`src/rtl/sport_pkg.sv`:
```
// sport_pkg: shared constants for the SPORT control-register bank.
//   Register offsets, CTRL bit positions, MWORD field layout, AC97/I2S
//   preset register values and the per-channel commit FSM encoding.
package sport_pkg;

    // Field widths
    localparam int unsigned OFF_W  = 3;
    localparam int unsigned AUTO_W = 12;
    localparam int unsigned WCNT_W = 3;
    localparam int unsigned SLOT_W = 4;

    // Register offsets within a channel
    localparam logic [OFF_W-1:0] OFF_AUTO    = 3'd0;
    localparam logic [OFF_W-1:0] OFF_FSDIV   = 3'd1;
    localparam logic [OFF_W-1:0] OFF_SCLKDIV = 3'd2;
    localparam logic [OFF_W-1:0] OFF_SCTL    = 3'd3;
    localparam logic [OFF_W-1:0] OFF_MWORD   = 3'd4;
    localparam logic [OFF_W-1:0] OFF_CTRL    = 3'd5;

    // CTRL bit indices
    localparam int unsigned CTRL_EN    = 0;
    localparam int unsigned CTRL_FORCE = 1;
    localparam int unsigned CTRL_IMM   = 2;
    localparam int unsigned CTRL_RDSH  = 3;

    // MWORD layout: [15:13] and [7:0] are storage, [11:8] shows the AC97 slot
    localparam logic [15:0]  MWORD_KEEP_MASK = 16'hE0FF;
    localparam int unsigned  MWORD_AC97_BIT  = 14;
    localparam int unsigned  MWORD_MODE_BIT  = 13;
    localparam int unsigned  MWORD_I2S_BIT   = 12;
    localparam int unsigned  MWORD_SLOT_LSB  = 8;

    // AC97 preset: 256-bit frame, framed multichannel transfer
    localparam logic [15:0] AC97_FSDIV = 16'h00FF;
    localparam logic [15:0] AC97_SCTL  = 16'h4C0F;
    localparam logic [15:0] AC97_MWORD = 16'h4000;

    // I2S preset: 32-bit frame, two words per frame
    localparam logic [15:0] I2S_FSDIV  = 16'h001F;
    localparam logic [15:0] I2S_SCTL   = 16'h2C0F;
    localparam logic [15:0] I2S_MWORD  = 16'h0002;

    // Commit FSM
    localparam logic [0:0] ST_IDLE = 1'b0;
    localparam logic [0:0] ST_PEND = 1'b1;

    localparam logic [WCNT_W-1:0] WCNT_MAX = 3'd7;

endpackage

```
`src/rtl/sport_ch_regs.sv`:
```
// sport_ch_regs: one SPORT channel's shadow/active register pair, CTRL,
// commit FSM and write counter.
//   clk, rst_n      : clock, synchronous active-low reset
//   reg_we          : write strobe for offsets 0-4 (already address-qualified)
//   ctrl_we         : write strobe for CTRL (already address-qualified)
//   wr_off, wr_data : write offset and data
//   frame_sync      : frame-boundary pulse from this channel's SPORT core
//   *_sh / *_act    : shadow and active register copies
//   en, imm, rdsh   : stored CTRL bits
//   pend            : uncommitted shadow write present
//   wcnt            : writes since last commit, saturating
module sport_ch_regs
    import sport_pkg::*;
#(
    parameter int unsigned DW     = 16,
    parameter int unsigned PRESET = 1
) (
    input  logic              clk,
    input  logic              rst_n,
    input  logic              reg_we,
    input  logic              ctrl_we,
    input  logic [OFF_W-1:0]  wr_off,
    input  logic [DW-1:0]     wr_data,
    input  logic              frame_sync,
    output logic [AUTO_W-1:0] auto_sh,
    output logic [AUTO_W-1:0] auto_act,
    output logic [DW-1:0]     fsdiv_sh,
    output logic [DW-1:0]     fsdiv_act,
    output logic [DW-1:0]     sclkdiv_sh,
    output logic [DW-1:0]     sclkdiv_act,
    output logic [DW-1:0]     sctl_sh,
    output logic [DW-1:0]     sctl_act,
    output logic [DW-1:0]     mword_sh,
    output logic [DW-1:0]     mword_act,
    output logic              en,
    output logic              imm,
    output logic              rdsh,
    output logic              pend,
    output logic [WCNT_W-1:0] wcnt
);

    logic [AUTO_W-1:0] auto_sh_q, auto_sh_d, auto_act_q, auto_act_d;
    logic [DW-1:0]     fsdiv_sh_q, fsdiv_sh_d, fsdiv_act_q, fsdiv_act_d;
    logic [DW-1:0]     sclkdiv_sh_q, sclkdiv_sh_d, sclkdiv_act_q, sclkdiv_act_d;
    logic [DW-1:0]     sctl_sh_q, sctl_sh_d, sctl_act_q, sctl_act_d;
    logic [DW-1:0]     mword_sh_q, mword_sh_d, mword_act_q, mword_act_d;
    logic              en_q, en_d, imm_q, imm_d, rdsh_q, rdsh_d;
    logic [0:0]        state_q, state_d;
    logic [WCNT_W-1:0] wcnt_q, wcnt_d;

    logic en_nxt_c, imm_nxt_c, force_c, commit_c;

    // Commit conditions see a CTRL write in the same cycle, so disabling or
    // forcing commits on the edge of the CTRL write itself.
    assign en_nxt_c  = ctrl_we ? wr_data[CTRL_EN]  : en_q;
    assign imm_nxt_c = ctrl_we ? wr_data[CTRL_IMM] : imm_q;
    assign force_c   = ctrl_we & wr_data[CTRL_FORCE];
    assign commit_c  = (state_q == ST_PEND) &&
                       (frame_sync || !en_nxt_c || force_c || imm_nxt_c);

    // Next-state: commit copies pre-write shadow; a concurrent write lands in shadow
    always_comb begin
        auto_sh_d     = auto_sh_q;
        fsdiv_sh_d    = fsdiv_sh_q;
        sclkdiv_sh_d  = sclkdiv_sh_q;
        sctl_sh_d     = sctl_sh_q;
        mword_sh_d    = mword_sh_q;
        auto_act_d    = auto_act_q;
        fsdiv_act_d   = fsdiv_act_q;
        sclkdiv_act_d = sclkdiv_act_q;
        sctl_act_d    = sctl_act_q;
        mword_act_d   = mword_act_q;
        en_d          = en_q;
        imm_d         = imm_q;
        rdsh_d        = rdsh_q;
        state_d       = state_q;
        wcnt_d        = wcnt_q;

        if (commit_c) begin
            auto_act_d    = auto_sh_q;
            fsdiv_act_d   = fsdiv_sh_q;
            sclkdiv_act_d = sclkdiv_sh_q;
            sctl_act_d    = sctl_sh_q;
            mword_act_d   = mword_sh_q;
        end

        if (ctrl_we) begin
            en_d   = wr_data[CTRL_EN];
            imm_d  = wr_data[CTRL_IMM];
            rdsh_d = wr_data[CTRL_RDSH];
        end

        if (reg_we) begin
            case (wr_off)
                OFF_AUTO:    auto_sh_d    = wr_data[AUTO_W-1:0];
                OFF_FSDIV:   fsdiv_sh_d   = wr_data;
                OFF_SCLKDIV: sclkdiv_sh_d = wr_data;
                OFF_SCTL:    sctl_sh_d    = wr_data;
                OFF_MWORD: begin
                    // AC97 preset wins over I2S when both mode bits are set
                    if ((PRESET != 0) && wr_data[MWORD_AC97_BIT]) begin
                        fsdiv_sh_d = DW'(AC97_FSDIV);
                        sctl_sh_d  = DW'(AC97_SCTL);
                        mword_sh_d = DW'(AC97_MWORD);
                        mword_sh_d[MWORD_MODE_BIT] = mword_sh_d[MWORD_MODE_BIT] |
                                                     wr_data[MWORD_MODE_BIT];
                    end else if ((PRESET != 0) && wr_data[MWORD_I2S_BIT]) begin
                        fsdiv_sh_d = DW'(I2S_FSDIV);
                        sctl_sh_d  = DW'(I2S_SCTL);
                        mword_sh_d = DW'(I2S_MWORD);
                    end else begin
                        mword_sh_d = wr_data & DW'(MWORD_KEEP_MASK);
                    end
                end
                default: ;
            endcase
            state_d = ST_PEND;
            if (commit_c) begin
                wcnt_d = WCNT_W'(1);
            end else if (wcnt_q != WCNT_MAX) begin
                wcnt_d = wcnt_q + WCNT_W'(1);
            end
        end else if (commit_c) begin
            state_d = ST_IDLE;
            wcnt_d  = '0;
        end
    end

    // State registers
    always_ff @(posedge clk) begin
        if (!rst_n) begin
            auto_sh_q     <= '0;
            fsdiv_sh_q    <= '0;
            sclkdiv_sh_q  <= '0;
            sctl_sh_q     <= '0;
            mword_sh_q    <= '0;
            auto_act_q    <= '0;
            fsdiv_act_q   <= '0;
            sclkdiv_act_q <= '0;
            sctl_act_q    <= '0;
            mword_act_q   <= '0;
            en_q          <= 1'b0;
            imm_q         <= 1'b0;
            rdsh_q        <= 1'b0;
            state_q       <= ST_IDLE;
            wcnt_q        <= '0;
        end else begin
            auto_sh_q     <= auto_sh_d;
            fsdiv_sh_q    <= fsdiv_sh_d;
            sclkdiv_sh_q  <= sclkdiv_sh_d;
            sctl_sh_q     <= sctl_sh_d;
            mword_sh_q    <= mword_sh_d;
            auto_act_q    <= auto_act_d;
            fsdiv_act_q   <= fsdiv_act_d;
            sclkdiv_act_q <= sclkdiv_act_d;
            sctl_act_q    <= sctl_act_d;
            mword_act_q   <= mword_act_d;
            en_q          <= en_d;
            imm_q         <= imm_d;
            rdsh_q        <= rdsh_d;
            state_q       <= state_d;
            wcnt_q        <= wcnt_d;
        end
    end

    assign auto_sh     = auto_sh_q;
    assign auto_act    = auto_act_q;
    assign fsdiv_sh    = fsdiv_sh_q;
    assign fsdiv_act   = fsdiv_act_q;
    assign sclkdiv_sh  = sclkdiv_sh_q;
    assign sclkdiv_act = sclkdiv_act_q;
    assign sctl_sh     = sctl_sh_q;
    assign sctl_act    = sctl_act_q;
    assign mword_sh    = mword_sh_q;
    assign mword_act   = mword_act_q;
    assign en          = en_q;
    assign imm         = imm_q;
    assign rdsh        = rdsh_q;
    assign pend        = (state_q == ST_PEND);
    assign wcnt        = wcnt_q;

endmodule

```
`src/rtl/sport_ctl_bank.sv`:
```
// sport_ctl_bank: NCH-channel SPORT control-register bank with shadowed,
// frame-aligned commit of serial timing registers.
//   DSPCLK, RST          : clock, synchronous active-low reset
//   MMR_ADDR             : {channel, offset[2:0]}
//   MMR_WE, MMR_RE, DMD  : MMR write/read strobes and write data
//   DMD_do               : registered read data, held between reads
//   FRAME_SYNC, SLOT_NUM : per-channel frame pulse and AC97 slot from the cores
//   *_ACT, EN_ACT        : channel-packed active registers to the cores
//   PEND, WCNT           : per-channel pending flag and write count
module sport_ctl_bank
    import sport_pkg::*;
#(
    parameter int unsigned NCH    = 2,
    parameter int unsigned DW     = 16,
    parameter int unsigned PRESET = 1
) (
    input  logic                    DSPCLK,
    input  logic                    RST,
    input  logic [$clog2(NCH)+2:0]  MMR_ADDR,
    input  logic                    MMR_WE,
    input  logic                    MMR_RE,
    input  logic [DW-1:0]           DMD,
    output logic [DW-1:0]           DMD_do,
    input  logic [NCH-1:0]          FRAME_SYNC,
    input  logic [NCH*SLOT_W-1:0]   SLOT_NUM,
    output logic [NCH*DW-1:0]       SCTL_ACT,
    output logic [NCH*DW-1:0]       FSDIV_ACT,
    output logic [NCH*DW-1:0]       SCLKDIV_ACT,
    output logic [NCH*DW-1:0]       MWORD_ACT,
    output logic [NCH*AUTO_W-1:0]   AUTO_ACT,
    output logic [NCH-1:0]          EN_ACT,
    output logic [NCH-1:0]          PEND,
    output logic [NCH*WCNT_W-1:0]   WCNT
);

    localparam int unsigned AW = $clog2(NCH) + 3;

    logic [AUTO_W-1:0] auto_sh [NCH];
    logic [AUTO_W-1:0] auto_act [NCH];
    logic [DW-1:0]     fsdiv_sh [NCH];
    logic [DW-1:0]     fsdiv_act [NCH];
    logic [DW-1:0]     sclkdiv_sh [NCH];
    logic [DW-1:0]     sclkdiv_act [NCH];
    logic [DW-1:0]     sctl_sh [NCH];
    logic [DW-1:0]     sctl_act [NCH];
    logic [DW-1:0]     mword_sh [NCH];
    logic [DW-1:0]     mword_act [NCH];
    logic [NCH-1:0]    ch_en, ch_imm, ch_rdsh, ch_pend;
    logic [WCNT_W-1:0] ch_wcnt [NCH];

    logic [AW-1:0]     ch_raw_c;
    logic [OFF_W-1:0]  off_c;
    logic              addr_ok_c;
    logic [NCH-1:0]    reg_we_c, ctrl_we_c;
    logic [DW-1:0]     rd_val_c, mword_sel_c;
    logic [DW-1:0]     rd_q, rd_d;

    // Address decode; channel field is everything above the offset
    assign off_c     = MMR_ADDR[OFF_W-1:0];
    assign ch_raw_c  = MMR_ADDR >> OFF_W;
    assign addr_ok_c = (ch_raw_c < AW'(NCH)) && (off_c <= OFF_CTRL);

    // Per-channel write strobes
    always_comb begin
        reg_we_c  = '0;
        ctrl_we_c = '0;
        for (int unsigned c = 0; c < NCH; c++) begin
            if (MMR_WE && addr_ok_c && (ch_raw_c == AW'(c))) begin
                reg_we_c[c]  = (off_c != OFF_CTRL);
                ctrl_we_c[c] = (off_c == OFF_CTRL);
            end
        end
    end

    for (genvar g = 0; g < NCH; g++) begin : g_ch
        sport_ch_regs #(
            .DW     (DW),
            .PRESET (PRESET)
        ) u_ch (
            .clk         (DSPCLK),
            .rst_n       (RST),
            .reg_we      (reg_we_c[g]),
            .ctrl_we     (ctrl_we_c[g]),
            .wr_off      (off_c),
            .wr_data     (DMD),
            .frame_sync  (FRAME_SYNC[g]),
            .auto_sh     (auto_sh[g]),
            .auto_act    (auto_act[g]),
            .fsdiv_sh    (fsdiv_sh[g]),
            .fsdiv_act   (fsdiv_act[g]),
            .sclkdiv_sh  (sclkdiv_sh[g]),
            .sclkdiv_act (sclkdiv_act[g]),
            .sctl_sh     (sctl_sh[g]),
            .sctl_act    (sctl_act[g]),
            .mword_sh    (mword_sh[g]),
            .mword_act   (mword_act[g]),
            .en          (ch_en[g]),
            .imm         (ch_imm[g]),
            .rdsh        (ch_rdsh[g]),
            .pend        (ch_pend[g]),
            .wcnt        (ch_wcnt[g])
        );

        assign SCTL_ACT[g*DW +: DW]            = sctl_act[g];
        assign FSDIV_ACT[g*DW +: DW]           = fsdiv_act[g];
        assign SCLKDIV_ACT[g*DW +: DW]         = sclkdiv_act[g];
        assign MWORD_ACT[g*DW +: DW]           = mword_act[g];
        assign AUTO_ACT[g*AUTO_W +: AUTO_W]    = auto_act[g];
        assign EN_ACT[g]                       = ch_en[g];
        assign PEND[g]                         = ch_pend[g];
        assign WCNT[g*WCNT_W +: WCNT_W]        = ch_wcnt[g];
    end

    // Read mux: RDSH picks shadow or active; CTRL is read directly, FORCE as 0
    always_comb begin
        rd_val_c    = '0;
        mword_sel_c = '0;
        for (int unsigned c = 0; c < NCH; c++) begin
            if (addr_ok_c && (ch_raw_c == AW'(c))) begin
                case (off_c)
                    OFF_AUTO:    rd_val_c = DW'(ch_rdsh[c] ? auto_sh[c] : auto_act[c]);
                    OFF_FSDIV:   rd_val_c = ch_rdsh[c] ? fsdiv_sh[c] : fsdiv_act[c];
                    OFF_SCLKDIV: rd_val_c = ch_rdsh[c] ? sclkdiv_sh[c] : sclkdiv_act[c];
                    OFF_SCTL:    rd_val_c = ch_rdsh[c] ? sctl_sh[c] : sctl_act[c];
                    OFF_MWORD: begin
                        mword_sel_c = ch_rdsh[c] ? mword_sh[c] : mword_act[c];
                        rd_val_c    = mword_sel_c;
                        // AC97 mode overlays the live slot number on the unused field
                        if (mword_sel_c[MWORD_AC97_BIT]) begin
                            rd_val_c[MWORD_SLOT_LSB +: SLOT_W] = SLOT_NUM[c*SLOT_W +: SLOT_W];
                        end
                    end
                    OFF_CTRL:    rd_val_c = DW'({ch_rdsh[c], ch_imm[c], 1'b0, ch_en[c]});
                    default:     rd_val_c = '0;
                endcase
            end
        end
    end

    // Read data holds until the next read strobe
    always_comb begin
        rd_d = rd_q;
        if (MMR_RE) begin
            rd_d = rd_val_c;
        end
    end

    always_ff @(posedge DSPCLK) begin
        if (!RST) begin
            rd_q <= '0;
        end else begin
            rd_q <= rd_d;
        end
    end

    assign DMD_do = rd_q;

endmodule

```
`config.mk`:
```
export PLATFORM = sky130hd
export DESIGN_NAME = sport_ctl_bank
export DESIGN_NICKNAME = d
export VERILOG_FILES = /design/src/rtl/sport_pkg.sv /design/src/rtl/sport_ch_regs.sv /design/src/rtl/sport_ctl_bank.sv
export SDC_FILE = /design/constraint.sdc
export NUM_CORES = 1
export LEC_CHECK = 0
export CAP_MARGIN = 5
export CELL_PAD_IN_SITES_DETAIL_PLACEMENT = 1
export CELL_PAD_IN_SITES_GLOBAL_PLACEMENT = 2
export CORE_UTILIZATION = 30
export CTS_CLUSTER_SIZE = 30
export DETAILED_ROUTE_END_ITERATION = 6
export MAX_ROUTING_LAYER = met4
export PLACE_DENSITY = 0.81
export RECOVER_POWER = 100
export REMOVE_ABC_BUFFERS = 1
export SYNTH_ARGS = -nofsm -noshare
export SYNTH_HDL_FRONTEND = slang
export SYNTH_HIERARCHICAL = 1
export SYNTH_SLANG_ARGS = --single-unit
```
`constraint.sdc`:
```
create_clock -name DSPCLK -period 2.9 [get_ports DSPCLK]
set_clock_uncertainty 0.05 [all_clocks]
set_input_delay 0.435 -clock DSPCLK [delete_from_list [all_inputs] [get_ports DSPCLK]]
set_output_delay 0.435 -clock DSPCLK [all_outputs]
set_load 0.01 [all_outputs]
```
# Yosys cells after proc, flatten, opt, wreduce, memory -nomap -nowiden
# Index checks and enable logic that the tools add are counted.
# word_totals
input_bits,34
reg_bits,334
out_inout_bits,178
mem_bits_ro,0
word_cells,126
latch_bits,0
mem_bits_rw,0
mem_count,0
# classes
bitwise,2
shift,0
div,0
n_lt_le_gt_ge,2
eq_ne,9
n_reduce_logical,36
muxes,44
n_addsub,2
mul,0
# ops
op,n
16-bit 2-to-1 mux,16
16-bit case mux with 6 select lines,2
16-bit case mux with 2 select lines,2
12-bit 2-to-1 mux,2
3-bit 2-to-1 mux,8
2-bit AND reduction,8
1-bit 2-to-1 mux,12
3-bit inequality test (second input constant),4
3-bit AND reduction,4
2-bit nonzero test,6
1-bit logical AND,8
4-bit 2-to-1 mux,2
3-bit by 1-bit adder with 3-bit output (second input constant),2
3-bit by 2-bit == test with 1-bit output (second input constant),2
3-bit == test (second input constant),2
1-bit logical OR,6
4-bit zero test,1
3-bit by 1-bit == test with 1-bit output (second input constant),1
3-bit <= comparator (second input constant),1
3-bit zero test,1
1-bit bitwise AND,2
1-bit zero test,2
1-bit by 2-bit < comparator with 1-bit output (second input constant),1

# Longest topological paths before layout
# Gate-level depths: netlist of the first run.
# logic_depth
word_depth,13
ltp_mapped,12
mapped_depth_nobuf,7

# By module
# Netlist of the first run, hierarchy kept.
# by_module_without_submodules
mod,cells_each,seq_area_each_um2,area_per_inst_um2,n_inst
sport_ch_regs,665,2982.9,6034.5,2
sport_ctl_bank,406,320.3,3223.1,1

# Least setup slack after synthesis of the first run
# No wires, ideal clock.
# synth_timing
path_type,input to register
startpoint,in MMR_ADDR[2]
endpoint,reg g_ch[1].u_ch.sctl_act_q[15]
path_stages,10
setup_slack_ns,0.154
setup_time_ns,0.072
t_arrival_ns,2.624
path_buffers,4
t_required_ns,2.778
path_cell_list,buf_2 a21boi_1 buf_2 and3_1 mux2_2 o211a_1 nor2_1 buf_2 buf_4 mux2i_1
# synth_via
elab_chain_len,11
elab_cells_between_ends,14
cone_classes,1 x order compare; 1 x eq/ne; 3 x mux; 1 x bitwise; 8 x reduce/logical
# synth_rtl
item,line_no,rtl
start: declaration,sport_ctl_bank.sv:19,"input logic [$clog2(NCH)+2:0] MMR_ADDR,"
3-bit <= comparator,sport_ctl_bank.sv:61,assign addr_ok_c = (ch_raw_c < AW'(NCH)) && (off_c <= OFF_CTRL);
1-bit logical AND,sport_ctl_bank.sv:61,
1-bit logical AND (2 in a row),sport_ctl_bank.sv:68,if (MMR_WE && addr_ok_c && (ch_raw_c == AW'(c))) begin
1-bit 2-to-1 mux *,sport_ctl_bank.sv:68,
named net ctrl_we_c[1],sport_ctl_bank.sv:54,"logic [NCH-1:0] reg_we_c, ctrl_we_c;"
1-bit 2-to-1 mux,--,
1-bit zero test,sport_ch_regs.sv:59,(frame_sync || !en_nxt_c || force_c || imm_nxt_c);
1-bit logical OR (2 in a row),sport_ch_regs.sv:59,
1-bit logical OR *,sport_ch_regs.sv:59,
1-bit logical AND *,sport_ch_regs.sv:58,assign commit_c = (state_q == ST_PEND) &&
end signal: assignment,sport_ch_regs.sv:156,sctl_act_q <= sctl_act_d;
end: declaration,sport_ch_regs.sv:45,"logic [DW-1:0] sctl_sh_q, sctl_sh_d, sctl_act_q, sctl_act_d;"
# The timed path passes the listed nets; every way through them passes the cells marked *.
# A chain may end at the register's enable or synchronous reset.

# Worst setup path in the final report of the first run
# layout_timing
startpoint,in MMR_ADDR[1]
endpoint,reg g_ch[1].u_ch.mword_act_q[7]
# layout_via
elab_chain_len,11
elab_cells_between_ends,14
cone_classes,1 x order compare; 1 x eq/ne; 3 x mux; 1 x bitwise; 8 x reduce/logical
# layout_rtl
item,line_no,rtl
3-bit <= comparator,sport_ctl_bank.sv:61,
1-bit logical AND,sport_ctl_bank.sv:61,
1-bit logical AND (2 in a row),sport_ctl_bank.sv:68,
1-bit 2-to-1 mux *,sport_ctl_bank.sv:68,
named net ctrl_we_c[1],sport_ctl_bank.sv:54,
1-bit 2-to-1 mux,--,
1-bit zero test,sport_ch_regs.sv:59,
1-bit logical OR (2 in a row),sport_ch_regs.sv:59,
1-bit logical OR *,sport_ch_regs.sv:59,
1-bit logical AND *,sport_ch_regs.sv:58,
end signal: assignment,sport_ch_regs.sv:157,mword_act_q <= mword_act_d;
end: declaration,sport_ch_regs.sv:46,"logic [DW-1:0] mword_sh_q, mword_sh_d, mword_act_q, mword_act_d;"
# Marked as above.

==> results.md, run 1 <==
- Cell at the root of the clock tree: sky130_fd_sc_hd__clkbuf_16
- Worst Path Max Fanout: 12
- Number of top-level pins: 212
- Die area: 0.05188 sq mm
- Worst r2r dst: DMD_do[6]
- Number of distinct library cells after synthesis: 55
- Worst setup slack after placement: -106.4 ps
- Synthesized-area fraction occupied by ao, oa, aoi and oai cells: 0.1538
- Worst hold path type: input port to register
- Adder-cell share of the synthesized area: 0.003273
- Met2 global-route usage: 0.3611
- GR Util All Layers: 0.2223
- Global-route wire length before repair: 87220 microns
- Total number of placement rows: 82
- Setup slack of the worst register-to-register path: 790 ps
- Effective utilization at floorplan: 0.3048
- Clock period minus worst slack: 2660 ps
- Final Wtd Congestion: 0.8206
- Maximum level of the CTS H-tree: 2
- DRC violations left: 0
- Number of hold-slack violations in the final timing report: 0
- Run status: complete, no violations
- RSZ-0062 raised after global routing: false
- Post-DP HPWL: 41210 microns
- Max clock buf depth: 3
- Number of pins with negative max-slew slack in the final report: 0
- Min Hold Slack: 282.2 ps
- Clock transition time at the flip-flop clock pins of the worst setup and hold paths: 60 ps
- Total Wirelength: 57310 microns
- Placed Cells incl. Taps: 2591
- Clock tree from TritonCTS: yes
- Met3 Usage GRT: 0.03375
- Largest net degree at the start of global routing: 79
- Xor/xnor share of the synthesized area: 0.001145
- Setup slack after layout: 239.9 ps
- Share of layout cells above drive strength 1: 0.09980
- Clk sinks: 314
- Post-CTS Setup Inserts: 0
- Register area share after synthesis: 0.4111
- Total design power: 9.923 mW
- Hold path cells: 3
- Fraction of synthesis flops using an asynchronous set or reset pin: 0
- Top flip-flop cell by instance count after synthesis: sky130_fd_sc_hd__dfxtp_1
- # nets final: 1996
- Most Crowded Layer GR: met2
- Leakage dissipation: 6.889 nW
- Core area: 0.05017 sq mm
- Num CTS Buffers: 37
- Max-capacitance violation count: 0
- Origin of the worst min-delay path: RST
- Endpoints failing setup: 0
- Design area: 0.01972 sq mm
- #FFs+latches synth: 314
- CP endpoint kind: register
- Power per cell area: 503.3 mW/mm^2
- Horizontal die dimension: 227.8 microns
- Mean instance size in the synthesized netlist: 8.809 sq um
- Start-to-end type of the worst setup path: input port to register
- Count of vias placed by the detailed router: 13780
- Met1 demand-to-capacity share in global routing: 0.2837
- Simple-gate portion of the synthesized area: 0.1681
- Number of instances resized during post-cts repair: 0
- End point of the most critical hold path: g_ch[1].u_ch/auto_act[2]
- Via-to-Cell Ratio: 5.186
- Final-layout fill cell count: 5750
- Dominant combinational cell family by area after synthesis: multiplexers
- Layout overhead on the synthesized area: 28.93%
- Mapped cell area: 0.01529 sq mm
- Post-synthesis mux area share: 0.2060
- Critical path data arrival time: 3080 ps
- Initial antenna violation count: 1
- Relative slew slack: 0.5574
- Final period utilization: 0.9173
- Routed len/inst: 21.57 microns
- Number of synthesized flops with an enable pin: 0
- Count of input and output buffers: 201
- CP Data Required Time: 3320 ps
- Iteration count of the initial detailed-routing pass: 5
- Total global routing overflow: 0
- Reg2Reg Depth: 6
- Worst setup SP type: input port
- Cts hold-fix bufs: 0
- Timing-limited maximum frequency: 375.9 MHz
- Number of global-route vias before repair: 14330
- Area after detailed placement: 0.01862 sq mm
- Synthesis Warnings: 6
- Iteration-0 DRC count of the detailed router: 832
- Worst-case vdd ir drop: 0.2902 mV
- Slew of the pin with the lowest slew margin: 661.5 ps
- Post-Synthesis Cells: 1736
- Origin of the critical flop-to-flop path: g_ch[1].u_ch/rdsh
- Filler-free cell count of the finished design: 2657
- Post-route antenna net violation count: 0
- Skew-Pair Late Insertion Delay: 550 ps
- DIE HEIGHT: 227.8 microns
-- logic make-up (layout without fill, tap and decap cells) --
family / count (synthesis) / after routing
simple gates: 596 / 596
compound gates: 332 / 332
mux: 314 / 314
flops: 314 / 314
buf+inv: 172 / 402
fa+ha+maj: 4 / 4
other cells: 2 / 21
xor+xnor: 2 / 2
-- critical path, cell delays in order --
cell	delay (ps)
sky130_fd_sc_hd__dlygate4sd3_1	650
sky130_fd_sc_hd__and3b_1	320
sky130_fd_sc_hd__and3_1	290
sky130_fd_sc_hd__mux2_1	360
sky130_fd_sc_hd__o211a_1	150
sky130_fd_sc_hd__nor2_1	220
sky130_fd_sc_hd__buf_12	190
sky130_fd_sc_hd__clkbuf_1	200
sky130_fd_sc_hd__mux2i_1	230
-- per-stage QoR --
| stage | utilization | setup TNS, ps |
|---|---|---|
| after floorplan | - | -576590 |
| after global placement | 0.3711 | -3571 |
| after detailed placement | 0.3711 | -8193 |
| after CTS | 0.3953 | 0 |
| after global routing | 0.3929 | 0 |
| final | 0.3930 | 0 |
-- per-layer routing --
layer / up-vias / part of all wire
met5: - / 0
met4: 0 / 0.026
met3: 87 / 0.040
met2: 331 / 0.47
met1: 6849 / 0.46
li1: 6512 / -
-- layout make-up --
| cell class | count | area (sq um) | share of cell area |
|---|---|---|---|
| Timing Repair Buffer | 331 | 3147 | 0.1596 |
| Tap cell | 672 | 840.8 | 0.04265 |
| Inverter | 6 | 22.52 | 0.001142 |
| Multi-Input combinational cell | 1268 | 8194 | 0.4156 |
| Clock inverter | 7 | 88.84 | 0.004506 |
| Clock buffer | 58 | 1127 | 0.05718 |
| Sequential cell | 314 | 6294 | 0.3192 |
| Antenna cell | 1 | 2.502 | 0.0001269 |
-- state kept, by name, summed over array words and instances, names as in the netlist, 6 cells and up --
signal,flops
g_ch.u_ch/auto_sh,24
g_ch.u_ch/fsdiv_act,32
g_ch.u_ch/fsdiv_sh,32
g_ch.u_ch/sctl_sh,32
g_ch.u_ch/sclkdiv_sh,32
g_ch.u_ch/sctl_act,32
g_ch.u_ch/auto_act,24
g_ch.u_ch/mword_act,22
g_ch.u_ch/mword_sh,22
g_ch.u_ch/wcnt,6
g_ch.u_ch/sclkdiv_act,32
DMD_do,16
-- synthesized netlist by cell type (4+ instances only) --
cell type	count	share of area
sky130_fd_sc_hd__buf_1	4	0.00098
sky130_fd_sc_hd__a21boi_0	92	0.045
sky130_fd_sc_hd__a31o_1	4	0.0023
sky130_fd_sc_hd__o31ai_1	20	0.0098
sky130_fd_sc_hd__a31oi_1	12	0.0049
sky130_fd_sc_hd__o21ai_1	6	0.0020
sky130_fd_sc_hd__nor2b_1	20	0.0082
sky130_fd_sc_hd__a21oi_1	12	0.0039
sky130_fd_sc_hd__nand2_1	441	0.11
sky130_fd_sc_hd__nand2b_1	9	0.0037
sky130_fd_sc_hd__a211oi_1	8	0.0039
sky130_fd_sc_hd__clkbuf_1	85	0.021
sky130_fd_sc_hd__buf_4	34	0.017
sky130_fd_sc_hd__and2_1	14	0.0057
sky130_fd_sc_hd__mux2_2	6	0.0044
sky130_fd_sc_hd__buf_6	5	0.0037
sky130_fd_sc_hd__inv_1	5	0.0012
sky130_fd_sc_hd__o21ai_0	59	0.019
sky130_fd_sc_hd__o211a_1	10	0.0065
sky130_fd_sc_hd__buf_2	38	0.012
sky130_fd_sc_hd__o2111ai_1	14	0.0080
sky130_fd_sc_hd__o22ai_1	66	0.027
sky130_fd_sc_hd__ha_1	4	0.0033
sky130_fd_sc_hd__o221a_2	12	0.0088
sky130_fd_sc_hd__dfxtp_1	314	0.41
sky130_fd_sc_hd__a41oi_1	4	0.0023
sky130_fd_sc_hd__mux2i_1	308	0.20
sky130_fd_sc_hd__nor3b_1	6	0.0029
sky130_fd_sc_hd__nand4_1	10	0.0041
sky130_fd_sc_hd__or4_1	8	0.0039
sky130_fd_sc_hd__nor2_1	30	0.0074
sky130_fd_sc_hd__nand3_1	36	0.012
-- report_power, final --
part           switching (mW)  leakage, nW  internal, mW  total [mW]
Combinational           0.474         3.75         0.288       0.762
Sequential             0.0415         2.54          4.36        4.40
Clock                    1.92        0.600          2.84        4.76
Total                    2.44         6.89          7.49        9.92
-- cells in the final DEF, fill, tap and decap left out, types with 9 or more instances in the layout --
| cell | netlist | layout |
|---|---|---|
| sky130_fd_sc_hd__and2_1 | 14 | 13 |
| sky130_fd_sc_hd__clkdlybuf4s50_1 | 0 | 31 |
| sky130_fd_sc_hd__nand3_1 | 36 | 36 |
| sky130_fd_sc_hd__buf_12 | 0 | 18 |
| sky130_fd_sc_hd__a21boi_0 | 92 | 92 |
| sky130_fd_sc_hd__mux2i_1 | 308 | 308 |
| sky130_fd_sc_hd__o21ai_0 | 59 | 60 |
| sky130_fd_sc_hd__o31ai_1 | 20 | 20 |
| sky130_fd_sc_hd__nand2b_1 | 9 | 9 |
| sky130_fd_sc_hd__nand4_1 | 10 | 10 |
| sky130_fd_sc_hd__nor2b_1 | 20 | 20 |
| sky130_fd_sc_hd__conb_1 | 2 | 20 |
| sky130_fd_sc_hd__o211a_1 | 10 | 10 |
| sky130_fd_sc_hd__o22ai_1 | 66 | 66 |
| sky130_fd_sc_hd__o2111ai_1 | 14 | 14 |
| sky130_fd_sc_hd__clkbuf_1 | 85 | 28 |
| sky130_fd_sc_hd__o221a_2 | 12 | 12 |
| sky130_fd_sc_hd__a31oi_1 | 12 | 12 |
| sky130_fd_sc_hd__nand2_1 | 441 | 441 |
| sky130_fd_sc_hd__a21oi_1 | 12 | 12 |
| sky130_fd_sc_hd__clkbuf_16 | 0 | 39 |
| sky130_fd_sc_hd__buf_4 | 34 | 91 |
| sky130_fd_sc_hd__dlygate4sd3_1 | 0 | 169 |
| sky130_fd_sc_hd__nor2_1 | 30 | 31 |
| sky130_fd_sc_hd__dfxtp_1 | 314 | 312 |
-- worst max-delay path by stage --
stage / start / end / slack (ps) / cells past startpoint
floorplan: MMR_ADDR[3] / g_ch[1].u_ch/auto_act[0] / -3930 / 6
global placement: MMR_ADDR[3] / g_ch[0].u_ch/auto_act[11] / -70 / 9
detailed placement: MMR_ADDR[1] / g_ch[0].u_ch/mword_act[5] / -110 / 8
CTS: MMR_ADDR[1] / g_ch[0].u_ch/mword_act[0] / 440 / 8
global route: MMR_ADDR[1] / g_ch[0].u_ch/sclkdiv_sh[1] / 160 / 12
finish: MMR_ADDR[1] / g_ch[1].u_ch/mword_act[7] / 240 / 9
No activity file was read; power rests on OpenSTA's default activity.
==> inputs of run 2 (changes only) <==
Settings changed: CORE_ASPECT_RATIO from default to 0.9.
==> results.md, run 2 (synthesis gave the netlist of run 1 again) <==
- Run status: complete, no violations
- Power per cell area: 509.7 mW/mm^2 (+1.3%)
- Crit path buf inv count: 6 (+3)
- Sw power: 2.454 mW (+0.77%)
- Timing-limited maximum frequency: 373.8 MHz (-0.55%)
- Cts hold-fix bufs: 0 (unchanged)
- Portion of total power attributed to sequential cells: 0.435 (-0.008)
- Max-capacitance violation count: 0 (unchanged)
- Start-to-end type of the worst setup path: input port to register
- Commonest non-fill, non-tap cell in the layout: sky130_fd_sc_hd__nand2_1
- Switching Share: 0.2425 (-0.002964)
- Skew-Pair Late Insertion Delay: 550 ps (about the same)
- CP Data Required Time: 3270 ps (-50 ps)
- Horizontal die dimension: 240.0 microns (+5.4%)
- Number of top-level pins: 212 (unchanged)
- Clock tree from TritonCTS: yes
- Post-DP HPWL: 41600 microns (+0.95%)
- Setup slack of the worst register-to-register path: 730 ps (-60 ps)
- Critical path data arrival time: 3050 ps (-30 ps)
- Max clock buf depth: 3 (unchanged)
- Endpoints failing setup: 0 (unchanged)
- Final Wtd Congestion: 0.8269 (+0.77%)
- Worst-case vdd ir drop: 0.3182 mV (+9.6%)
- Placed Cells incl. Taps: 2599 (+0.31%)
- CP endpoint kind: register
- Slew of the pin with the lowest slew margin: 811.3 ps (+149.7 ps)
- Number of hold-slack violations in the final timing report: 0 (unchanged)
- Worst hold path type: input port to register
- Combinational share of power: 0.075 (-0.002)
- Crit. path cell count: 10 (+1)
- Setup slack after layout: 225.1 ps (-14.82 ps)
- RSZ-0062 raised after global routing: false
- Iteration-0 DRC count of the detailed router: 870 (+4.6%)
- Core area: 0.05036 sq mm (+0.37%)
- Global-route wire length before repair: 87400 microns (+0.21%)
- Final period utilization: 0.9224 (+0.005111)
- Leakage dissipation: 6.939 nW (+0.72%)
- Leading cell types in the layout, fill and taps excluded: sky130_fd_sc_hd__nand2_1, sky130_fd_sc_hd__dfxtp_1, sky130_fd_sc_hd__mux2i_1, sky130_fd_sc_hd__dlygate4sd3_1, sky130_fd_sc_hd__a21boi_0
- Total Wirelength: 57710 microns (+0.71%)
- Die area: 0.05188 sq mm (about the same)
- Post-route antenna net violation count: 0 (unchanged)
- Count of vias placed by the detailed router: 13860 (+0.57%)
- Kind of cell adding the most delay to the critical path: buffers and inverters
- Critical Path Max Stage Delay: 630 ps (-20 ps)
- Filler-free cell count of the finished design: 2669 (+0.45%)
- Routed len/inst: 21.62 microns (+0.26%)
- DIE HEIGHT: 216.2 microns (-5.1%)
- Initial antenna violation count: 0 (-1)
- Clk sinks: 314 (unchanged)
- Timing startpoint of the critical path: MMR_ADDR[2]
- Effective utilization at floorplan: 0.3037 (-0.001136)
- Number of global-route vias before repair: 14300 (-0.17%)
- Layout overhead on the synthesized area: 29.86%
- Worst setup path end: DMD_do[2]
- Standard cell with the maximum stage delay on the critical path: sky130_fd_sc_hd__clkbuf_1
- Iteration count of the initial detailed-routing pass: 5 (unchanged)
- Relative slew slack: 0.4592 (-0.09820)
- Clock transition time at the flip-flop clock pins of the worst setup and hold paths: 60 ps (about the same)
- Maximum level of the CTS H-tree: 2 (unchanged)
- Worst setup slack after placement: -121.2 ps (-14.82 ps)
- GR Util All Layers: 0.2268 (+0.004538)
- Cell at the root of the clock tree: sky130_fd_sc_hd__clkbuf_16
- Origin of the critical flop-to-flop path: g_ch[0].u_ch/rdsh
- # nets final: 1997 (+0.050%)
- Cell-by-cell trace of the critical path: clkdlybuf4s50_1 > clkbuf_1 > buf_4 > inv_1 > nand3_1 > clkbuf_1 > o22ai_1 > o31ai_1 > clkbuf_4 > a31oi_1
- Cell internal pwr: 7.667 mW (+2.4%)
- Share of total power in the clock network: 0.490 (+0.010)
- DRC violations left: 0 (unchanged)
- Num CTS Buffers: 38 (+2.7%)
- Via-to-Cell Ratio: 5.192 (+0.12%)
- Post-CTS Setup Inserts: 0 (unchanged)
- Cell seen most often among critical-path stages: sky130_fd_sc_hd__clkbuf_1
- Total global routing overflow: 0 (unchanged)
- Number of instances resized during post-cts repair: 0 (unchanged)
- Largest net degree at the start of global routing: 98 (+24%)
- Count of input and output buffers: 201 (unchanged)
- Reg2Reg Depth: 6 (unchanged)
- Worst Path Max Fanout: 11 (-1)
- Worst setup SP type: input port
- Worst r2r dst: DMD_do[7]
- Number of pins with negative max-slew slack in the final report: 0 (unchanged)
- Share of layout cells above drive strength 1: 0.1026 (+0.002817)
- Total number of placement rows: 78 (-4.9%)
- Clock period minus worst slack: 2675 ps (+14.82 ps)
run 2: power by group through the flow:
stage	registers (mW)	logic, mW	clock network (mW)
after detailed placement	4.50	0.774	0
after floorplan	4.49	0.294	0
after CTS	4.40	0.777	5.09
after global routing	4.40	0.814	5.26
final	4.40	0.762	4.96
after global placement	4.49	0.762	0
run 2: how the worst min path moves through the flow:
stage	startpoint	end	slack [ps]	cells past startpoint
global placement	g_ch[1].u_ch/auto_sh[2]	g_ch[1].u_ch/auto_act[2]	410	2
detailed placement	g_ch[1].u_ch/fsdiv_act[5]	g_ch[1].u_ch/fsdiv_act[5]	420	2
global route	RST	g_ch[1].u_ch/mword_act[5]	320	3
CTS	RST	g_ch[1].u_ch/mword_act[5]	290	3
finish	RST	g_ch[1].u_ch/sctl_act[2]	300	3
floorplan	g_ch[0].u_ch/fsdiv_sh[10]	g_ch[0].u_ch/fsdiv_act[10]	400	2
run 2: area by class of cell:
cell class / count / area, sq um
fill: 5859 / 30500
timing repair buffer: 331 / 3177
inverter: 6 / 22.52
multi-input combinational: 1268 / 8205
tap: 680 / 850.8
antenna: 1 / 2.502
clock buffer: 57 / 1196
sequential: 314 / 6294
clock inverter: 12 / 110.1
run 2: routing by layer:
metal	vias up	GRT usage	share of wire	wire, microns
met4	0	0.07431	0.023	1346
met1	6914	0.2999	0.47	26920
met3	84	0.03082	0.049	2812
li1	6506	-	-	-
met5	-	-	0	0
met2	354	0.3554	0.46	26630
run 2: stage by stage:
stage	TNS (ps)	power (mW)	cell area, sq um	hold WS [ps]	utilization
3_5_place_dp	-5148	5.269	18680	419.3	0.3709
6_report	0	10.12	19860	302.3	0.3943
3_3_place_gp	-953.0	5.256	18680	406.0	0.3709
5_1_grt	0	10.47	19860	319.5	0.3943
2_1_floorplan	-576590	4.786	14520	397.2	-
4_1_cts	0	10.27	19980	285.1	0.3968
run 2: tightest hold or removal path, stage by stage:
cell and delay, ps:
sky130_fd_sc_hd__buf_8 230, sky130_fd_sc_hd__nand2_1 130, sky130_fd_sc_hd__mux2i_1 50
